### config.mk
export PLATFORM = sky130hd
export DESIGN_NAME = conv_frame_sequencer
export DESIGN_NICKNAME = d
export VERILOG_FILES = /design/src/rtl/conv_frame_sequencer.sv
export SDC_FILE = /design/constraint.sdc
export NUM_CORES = 1
export LEC_CHECK = 0
export ABC_AREA = 1
export CORE_ASPECT_RATIO = 0.6
export CORE_MARGIN = 5
export CORE_UTILIZATION = 54
export CTS_CLUSTER_DIAMETER = 50
export DETAILED_ROUTE_END_ITERATION = 16
export PLACE_DENSITY = 0.79
export REMOVE_ABC_BUFFERS = 1
export SLEW_MARGIN = 20
export SYNTH_ARGS = -nofsm -noshare
export SYNTH_HDL_FRONTEND = slang
export SYNTH_SLANG_ARGS = --single-unit
export TNS_END_PERCENT = 100
### constraint.sdc
create_clock -name clk -period 3.87 [get_ports clk]
set_clock_uncertainty 0.15 [all_clocks]
set_input_delay 0.774 -clock clk [delete_from_list [all_inputs] [get_ports clk]]
set_output_delay 0.774 -clock clk [all_outputs]
set_load 0.02 [all_outputs]
### src/rtl/conv_frame_sequencer.sv
// Replays each image PASSES times as framed pixel streams from a 64-bit word memory and counts results.
// Optional CFS_WAIT_VALID_EN: the inter-image gap also waits for a result pulse of the current image.
module conv_frame_sequencer #(
  parameter int unsigned WORD_W        = 64,
  parameter int unsigned WORDS_PER_ROW = 4,
  parameter int unsigned ROWS          = 35,
  parameter int unsigned PASSES        = 5,
  parameter int unsigned GAP_CYCLES    = 200,
  parameter int unsigned ADDR_W        = 17,
  parameter int unsigned IMG_CNT_W     = 10
) (
  input  logic                 clk,
  input  logic                 rst_n,
  input  logic                 start,
  input  logic [IMG_CNT_W-1:0] num_img,
  input  logic [ADDR_W-1:0]    base_addr,
  output logic                 mem_rd_en,
  output logic [ADDR_W-1:0]    mem_addr,
  input  logic [WORD_W-1:0]    mem_rdata,
  output logic [7:0]           ima,
  output logic                 ena_in,
  output logic                 frame_start_in,
  output logic                 frame_start_dim_in,
  output logic                 line_start_in,
  output logic                 frame_end_in,
  output logic                 frame_end_dim_in,
  input  logic                 valid,
  output logic                 busy,
  output logic                 done,
  output logic [IMG_CNT_W-1:0] result_cnt
);
  localparam int unsigned BYTES     = WORD_W / 8;
  localparam int unsigned BW        = (BYTES > 1) ? $clog2(BYTES) : 1;
  localparam int unsigned WW        = (WORDS_PER_ROW > 1) ? $clog2(WORDS_PER_ROW) : 1;
  localparam int unsigned RW        = (ROWS > 1) ? $clog2(ROWS) : 1;
  localparam int unsigned PW        = (PASSES > 1) ? $clog2(PASSES) : 1;
  localparam int unsigned GW        = (GAP_CYCLES > 1) ? $clog2(GAP_CYCLES) : 1;
  localparam int unsigned IMG_WORDS = ROWS * WORDS_PER_ROW;

  typedef enum logic [2:0] {S_IDLE, S_HDR, S_STREAM, S_GAP, S_FIN} state_t;

  state_t                 state;
  logic [BW-1:0]          b_cnt;
  logic [WW-1:0]          w_cnt;
  logic [RW-1:0]          row_cnt;
  logic [PW-1:0]          pass;
  logic [GW-1:0]          gap_cnt;
  logic [IMG_CNT_W-1:0]   img_left;
  logic [ADDR_W-1:0]      img_base;
  logic [ADDR_W-1:0]      word_addr;
  logic [WORD_W-9:0]      word_hi;
`ifdef CFS_WAIT_VALID_EN
  logic                   valid_seen;
`endif

  logic          byte_last, row_end, frame_last, last_pass, gap_exit;
  logic [BW-1:0] nxt_b, hi_idx;
  logic [WW-1:0] nxt_w;
  logic [RW-1:0] nxt_row;
  logic          nxt_row_end, nxt_frame_last;

  // Position of the pixel that the registered strobes will describe next cycle.
  always_comb begin
    byte_last      = (b_cnt == BW'(BYTES - 1));
    row_end        = byte_last && (w_cnt == WW'(WORDS_PER_ROW - 1));
    frame_last     = row_end && (row_cnt == RW'(ROWS - 1));
    nxt_b          = byte_last ? '0 : b_cnt + 1'b1;
    nxt_w          = row_end ? '0 : (byte_last ? w_cnt + 1'b1 : w_cnt);
    nxt_row        = row_end ? row_cnt + 1'b1 : row_cnt;
    nxt_row_end    = (nxt_b == BW'(BYTES - 1)) && (nxt_w == WW'(WORDS_PER_ROW - 1));
    nxt_frame_last = nxt_row_end && (nxt_row == RW'(ROWS - 1));
    last_pass      = (pass == PW'(PASSES - 1));
    hi_idx         = b_cnt - 1'b1;
`ifdef CFS_WAIT_VALID_EN
    gap_exit       = (gap_cnt == GW'(GAP_CYCLES - 1)) && (valid_seen || valid);
`else
    gap_exit       = (gap_cnt == GW'(GAP_CYCLES - 1));
`endif
  end

  // Byte 0 comes straight from the read port; bytes 1..7 from the captured upper word.
  assign ima = !ena_in ? '0 :
               (b_cnt == '0) ? mem_rdata[7:0] : word_hi[hi_idx*8 +: 8];

  always_ff @(posedge clk) begin
    if (!rst_n) begin
      state              <= S_IDLE;
      b_cnt              <= '0;
      w_cnt              <= '0;
      row_cnt            <= '0;
      pass               <= '0;
      gap_cnt            <= '0;
      img_left           <= '0;
      img_base           <= '0;
      word_addr          <= '0;
      word_hi            <= '0;
      mem_rd_en          <= 1'b0;
      mem_addr           <= '0;
      ena_in             <= 1'b0;
      frame_start_in     <= 1'b0;
      frame_start_dim_in <= 1'b0;
      line_start_in      <= 1'b0;
      frame_end_in       <= 1'b0;
      frame_end_dim_in   <= 1'b0;
      busy               <= 1'b0;
      done               <= 1'b0;
`ifdef CFS_WAIT_VALID_EN
      valid_seen         <= 1'b0;
`endif
    end else begin
      done               <= 1'b0;
      mem_rd_en          <= 1'b0;
      ena_in             <= 1'b0;
      frame_start_in     <= 1'b0;
      frame_start_dim_in <= 1'b0;
      line_start_in      <= 1'b0;
      frame_end_in       <= 1'b0;
      frame_end_dim_in   <= 1'b0;
`ifdef CFS_WAIT_VALID_EN
      if (valid && (state == S_GAP || (state == S_STREAM && last_pass)))
        valid_seen <= 1'b1;
`endif
      case (state)
        S_IDLE: begin
          if (start) begin
            busy     <= 1'b1;
            img_left <= num_img;
            img_base <= base_addr;
            pass     <= '0;
`ifdef CFS_WAIT_VALID_EN
            valid_seen <= 1'b0;
`endif
            if (num_img != '0) begin
              state              <= S_HDR;
              frame_start_in     <= 1'b1;
              frame_start_dim_in <= 1'b1;
              line_start_in      <= 1'b1;
              mem_rd_en          <= 1'b1;
              mem_addr           <= base_addr;
              word_addr          <= base_addr;
            end else begin
              state <= S_FIN;
            end
          end
        end
        S_HDR: begin
          state   <= S_STREAM;
          b_cnt   <= '0;
          w_cnt   <= '0;
          row_cnt <= '0;
          ena_in  <= 1'b1;
        end
        S_STREAM: begin
          if (b_cnt == '0)
            word_hi <= mem_rdata[WORD_W-1:8];
          if (frame_last) begin
            if (!last_pass) begin
              state          <= S_HDR;
              pass           <= pass + 1'b1;
              frame_start_in <= 1'b1;
              line_start_in  <= 1'b1;
              mem_rd_en      <= 1'b1;
              mem_addr       <= img_base;
              word_addr      <= img_base;
            end else begin
              state    <= S_GAP;
              gap_cnt  <= '0;
              img_base <= img_base + ADDR_W'(IMG_WORDS);
              img_left <= img_left - 1'b1;
            end
          end else begin
            b_cnt            <= nxt_b;
            w_cnt            <= nxt_w;
            row_cnt          <= nxt_row;
            ena_in           <= 1'b1;
            line_start_in    <= nxt_row_end && !nxt_frame_last;
            frame_end_in     <= nxt_frame_last;
            frame_end_dim_in <= nxt_frame_last && last_pass;
            if ((nxt_b == BW'(BYTES - 1)) && !nxt_frame_last) begin
              mem_rd_en <= 1'b1;
              mem_addr  <= word_addr + 1'b1;
              word_addr <= word_addr + 1'b1;
            end
          end
        end
        S_GAP: begin
          if (gap_cnt != GW'(GAP_CYCLES - 1))
            gap_cnt <= gap_cnt + 1'b1;
          if (gap_exit) begin
`ifdef CFS_WAIT_VALID_EN
            valid_seen <= 1'b0;
`endif
            if (img_left != '0) begin
              state              <= S_HDR;
              pass               <= '0;
              frame_start_in     <= 1'b1;
              frame_start_dim_in <= 1'b1;
              line_start_in      <= 1'b1;
              mem_rd_en          <= 1'b1;
              mem_addr           <= img_base;
              word_addr          <= img_base;
            end else begin
              state <= S_FIN;
            end
          end
        end
        S_FIN: begin
          done  <= 1'b1;
          busy  <= 1'b0;
          state <= S_IDLE;
        end
        default: state <= S_IDLE;
      endcase
    end
  end

  always_ff @(posedge clk) begin
    if (!rst_n)
      result_cnt <= '0;
    else if (state == S_IDLE && start)
      result_cnt <= '0;
    else if (valid && (result_cnt != '1))
      result_cnt <= result_cnt + 1'b1;
  end

endmodule
* After elaboration in Yosys (flattened, before gate mapping)
Index checks and enable logic that the tools add are counted.
Widths: inputs -> output; s select.
** Cells by class
- Reductions and logical operators :: 29
- Add/sub/neg operators :: 10
- Equality and inequality tests :: 25
- Shift operators :: 1
- Bitwise operators :: 2
- Mux-type cells :: 63
** Operators with widths (count)
- $mux 17 :: 10
- $shiftx 56x7->8 :: 1
- $pmux 17 s3 :: 1
- $mux 8 :: 5
- $mux 3 :: 12
- $pmux 17 s2 :: 1
- $mux 10 :: 3
- $pmux 10 s2 :: 1
- $reduce_bool 10->1 :: 2
- $ne 2x2->1 const B :: 9
- $add 17x1->17 const B :: 1
- $add 17x8->17 const B :: 1
- $pmux 8 s2 :: 1
- $eq 3x3->1 const B :: 4
- $eq 6x6->1 const B :: 2
- $mux 1 :: 12
- $mux 6 :: 2
- $pmux 3 s4 :: 1
- $pmux 6 s2 :: 1
- $add 10x1->10 const B :: 1
- $ne 10x10->1 const B :: 1
- $sub 10x1->10 const B :: 1
- $logic_and 1x1->1 :: 9
- $pmux 1 s3 :: 3
- other kinds (28) :: 45
** Word-level totals
- Register bits after elaboration :: 144
- Input bits :: 95

* Longest topological paths before layout
- Depth in word-level cells :: 11
- Mapped depth :: 17

* Least setup slack after synthesis
Ideal clock, no wire load.
- Path type :: reg-to-output
- Start :: register b_cnt[0]
- End :: output port ima[5]
- Stages on the path, launching flop included :: 14
- Path buffers :: 4
- Arrival :: 2.283 ns
- Setup slack :: 0.663 ns
- Cell sequence :: dfxtp_1 > clkbuf_1 > inv_1 > clkbuf_1 > ha_1 > clkbuf_1 > inv_1 > clkbuf_1 > o21ai_0 > o22ai_1 > nor2_1 > a31oi_1 > o21bai_1 > inv_1
** Between the ends
- Longest elaborated chain between the ends :: 4
- Elaborated cells between the ends (all ways) :: 5
- Those cells by class :: add/sub: 1; shift: 1; mux: 2; reduce/logical: 1
** Ends and longest elaborated chain
- start, declared :: line 43 : logic [BW-1:0] b_cnt;
- start signal, assigned :: line 172 : b_cnt <= nxt_b;
- $sub 3x1->3 :: line 73 : hi_idx = b_cnt - 1'b1;
- $shiftx 56x7->8 :: line 83 : (b_cnt == '0) ? mem_rdata[7:0] : word_hi[hi_idx*8 +: 8];
- $mux 8 * :: line 83
- $mux 8 * :: line 82 : assign ima = !ena_in ? '0 :
- end, declared :: line 20 : output logic [7:0] ima,
Every way passes the cells marked *; elsewhere a longest branch is shown, timed or not.

* Final worst setup path
- Start :: register b_cnt[0]
- End :: output port ima[6]
Same word-level chain as after synthesis.

==> results by group <==
Clocking
  – Clock H-tree levels: 4
  – Hold Buf Count CTS: 0
  – Root buffer cell: clkbuf_16
  – Clock Sinks: 144
  – CTS tree: done
  – Worst-skew pair later-pin latency: ~0.43 ns
  – Clock-pin slew on the worst setup and hold paths: 0.06 ns
  – CTS Buf Count: 17
  – Max clock buf depth: 2

Timing
  – Final Max Slew Viols: 0
  – Rel. slew slack: 0.393
  – Worst-margin pin slew: 0.909 ns
  – Worst hold margin: ~0.32 ns
  – Min Clock Period, post-route: between 3 and 4 ns
  – Final Hold Viols: 0
  – Setup TNS: 0 ns
  – Worst Setup Slack, final: about 0.15 ns
  – FMAX: around 0.27 GHz
  – Fin crit share: 0.961
  – Setup-failing EPs final: 0

Yosys
  – Ys flop type: dfxtp_1
  – Post-synthesis sequential area ratio: 0.360
  – #FFs+latches synth: 144
  – Syn. warnings: 0
  – Synth Cell Area: roughly 8000 sq um
  – Post-synth top area cell: dfxtp_1
  – Largest cells by area after synthesis: dfxtp_1 (36%), nor2_1 (11%), o21ai_0 (9.9%)
  – Avg Synthesized Cell Area: between 6 and 7 sq um
  – Synth top area share: 0.360
  – Netlist cell types: 45
  – Post-synth EDFFs: 0
  – Synth Instances: 1,221
  – Fraction of registers with async set/reset: 0

Routing
  – Post-DRT Antenna Nets: 0
  – DRC: 0
  – Via count: about 8,500
  – WL final: roughly 24 mm
  – 1st-iter DRT viols: between 1,000 and 1,500
  – Avg Vias per Cell: 5.48
  – Detailed Routing Iterations Pass 1: 6
  – Avg WL per Cell: ~16 um

Place
  – Gpl congestion: between 0.9 and 1
  – Detailed placement HPWL: 16.9 mm
  – IO Port Bufs: about 140
  – Area after DPL: between 9000 and 10,000 sq um
  – Setup WS pre-CTS: a little over 0.3 ns

Layout
  – Combined area of the multi-input logic cells: 4390 sq um
  – Diode count: 0
  – Layout Nets: around 1,400
  – Most frequent cells in the layout: nor2_1 (244), nand2_1 (203), o21ai_0 (159)
  – Reg area: between 2000 and 3000 sq um
  – Commonest non-fill, non-tap cell in the layout: nor2_1
  – Finished Core Util: 0.695
  – Layout area overhead: 26.0%
  – Fillers: 1,239
  – Share of cells above drive strength 1: 0.0712
  – Finished Cell Area: ~10,000 sq um

Floorplanning
  – Die span in y: about 100 um
  – I/O pin count: 139
  – Row count: 34
  – Die W: roughly 170 um
  – Die footprint: roughly 17,000 sq um
  – Initial Util: 0.551
  – Core area: 14,500 sq um

Critical path
  – Cells on worst reg2reg path: 13
  – Crit path required time: roughly 3.0 ns
  – Worst Path Arrival: ~2.8 ns
  – Setup CP Type: reg2out
  – Critical path launch point type: flop
  – Worst setup EP type: primary output
  – CP max FO: 26

Run
  – Max-cap violations: 0

Power and ir drop
  – Leakage Power: around 4.2 nW
  – Pwr per Cell Area: 677 nW/um^2
  – Maximum vdd drop: ~310 uV

Outcome
  – Outcome: finished, final reports clean

GRT
  – Initial antenna violation count: 0
  – Vias in the first global route: between 7,000 and 8,000
  – Congestion Overflow GR: 0
  – Global-route wire length before repair: ~38 mm
  – Largest net degree at the start of global routing: around 70
  – Total GRT Usage: 0.265

Worst hold path
  – Hold depth: 2
  – Worst Hold Class: reg2reg
## cell usage after synthesis (10+ instances only)
cell	number
nand2_1	203
o22ai_1	13
dfxtp_1	144
buf_2	11
inv_1	113
nand2_2	10
ha_1	15
nand3_2	10
nand4_1	13
a31oi_1	19
nand3_1	50
nor2_1	244
nor3_1	17
clkbuf_1	31
o21ai_0	159
a21oi_1	74
## layer usage
metal  vias up  GRT usage  wire [um]
met2       411      0.368       9710
met5         -          0          0
met1      3794      0.411      11600
met3        24     0.0668       2630
met4         0     0.0533        193
li1       4248          -          -
## stage by stage
stage / power [mW] / cells
CTS: 6.74 / 1543
global placement: 4.95 / 1510
finish: 6.83 / 1546
global route: 7.25 / 1546
detailed placement: 4.98 / 1510
floorplan: 4.02 / 1162
## critical path, stage by stage (launching register included)
cell,delay [ns]
dfxtp_1,0.32
inv_1,0.07
buf_4,0.22
ha_1,0.23
xnor2_1,0.12
inv_1,0.35
nor2_1,0.11
a31oi_1,0.21
o21bai_1,0.09
inv_1,0.05
clkdlybuf4s50_1,0.59
## flip-flops by register name, indices dropped and copies added (netlist names)
signal,cells
gap_cnt,8
done,1
state,3
frame_start_dim_in,1
frame_start_in,1
img_base,17
img_left,10
frame_end_dim_in,1
word_hi,56
row_cnt,6
b_cnt,3
ena_in,1
result_cnt,10
line_start_in,1
busy,1
pass,3
w_cnt,2
word_addr,17
frame_end_in,1
mem_rd_en,1
## logic make-up (layout without fill, tap and decap cells)
family	count (synthesis)	in the layout	share of synthesized area
AND/OR/NAND/NOR	569	569	0.306
AO/OA/AOI/OAI	307	307	0.210
buffers and inverters	179	306	0.0927
flip-flops	144	144	0.360
adder cells (fa/ha/maj)	15	15	0.0235
XOR/XNOR	7	7	0.00766
## report_power, final
part	internal [mW]	leakage (nW)	switching (mW)	total [mW]
logic	1.02	2.76	1.80	2.82
registers	1.90	1.18	0.392	2.29
clock network	1.02	0.288	0.696	1.72
## timing repair
item                       CTS  global route
gates resized for setup      3             2
cloned                       1             1
setup buffers                0             2
pin swaps                    0             0
setup endpoints to repair    8             8
## cell type report
class / instances / share of cell area
Clock buffer: 18 / 0.0426
Clock inverter: 14 / 0.0178
Inverter: 120 / 0.0451
Multi-Input combinational cell: 898 / 0.435
Sequential cell: 144 / 0.286
Tap cell: 198 / 0.0246
Timing Repair Buffer: 152 / 0.147
Timing Repair inverter: 2 / 0.00149
## path summary, 6_finish.rpt
check        slack [ns]                  start                       end
max                0.15  b_cnt[0]$_SDFFE_PN0P_                    ima[6]
min                0.32      busy$_SDFFE_PN0P_         busy$_SDFFE_PN0P_
max reg2reg        0.68  b_cnt[0]$_SDFFE_PN0P_  img_base[7]$_SDFFE_PN0P_
min reg2reg        0.32      busy$_SDFFE_PN0P_         busy$_SDFFE_PN0P_
Note: power is estimated with default switching activity, not from simulation.
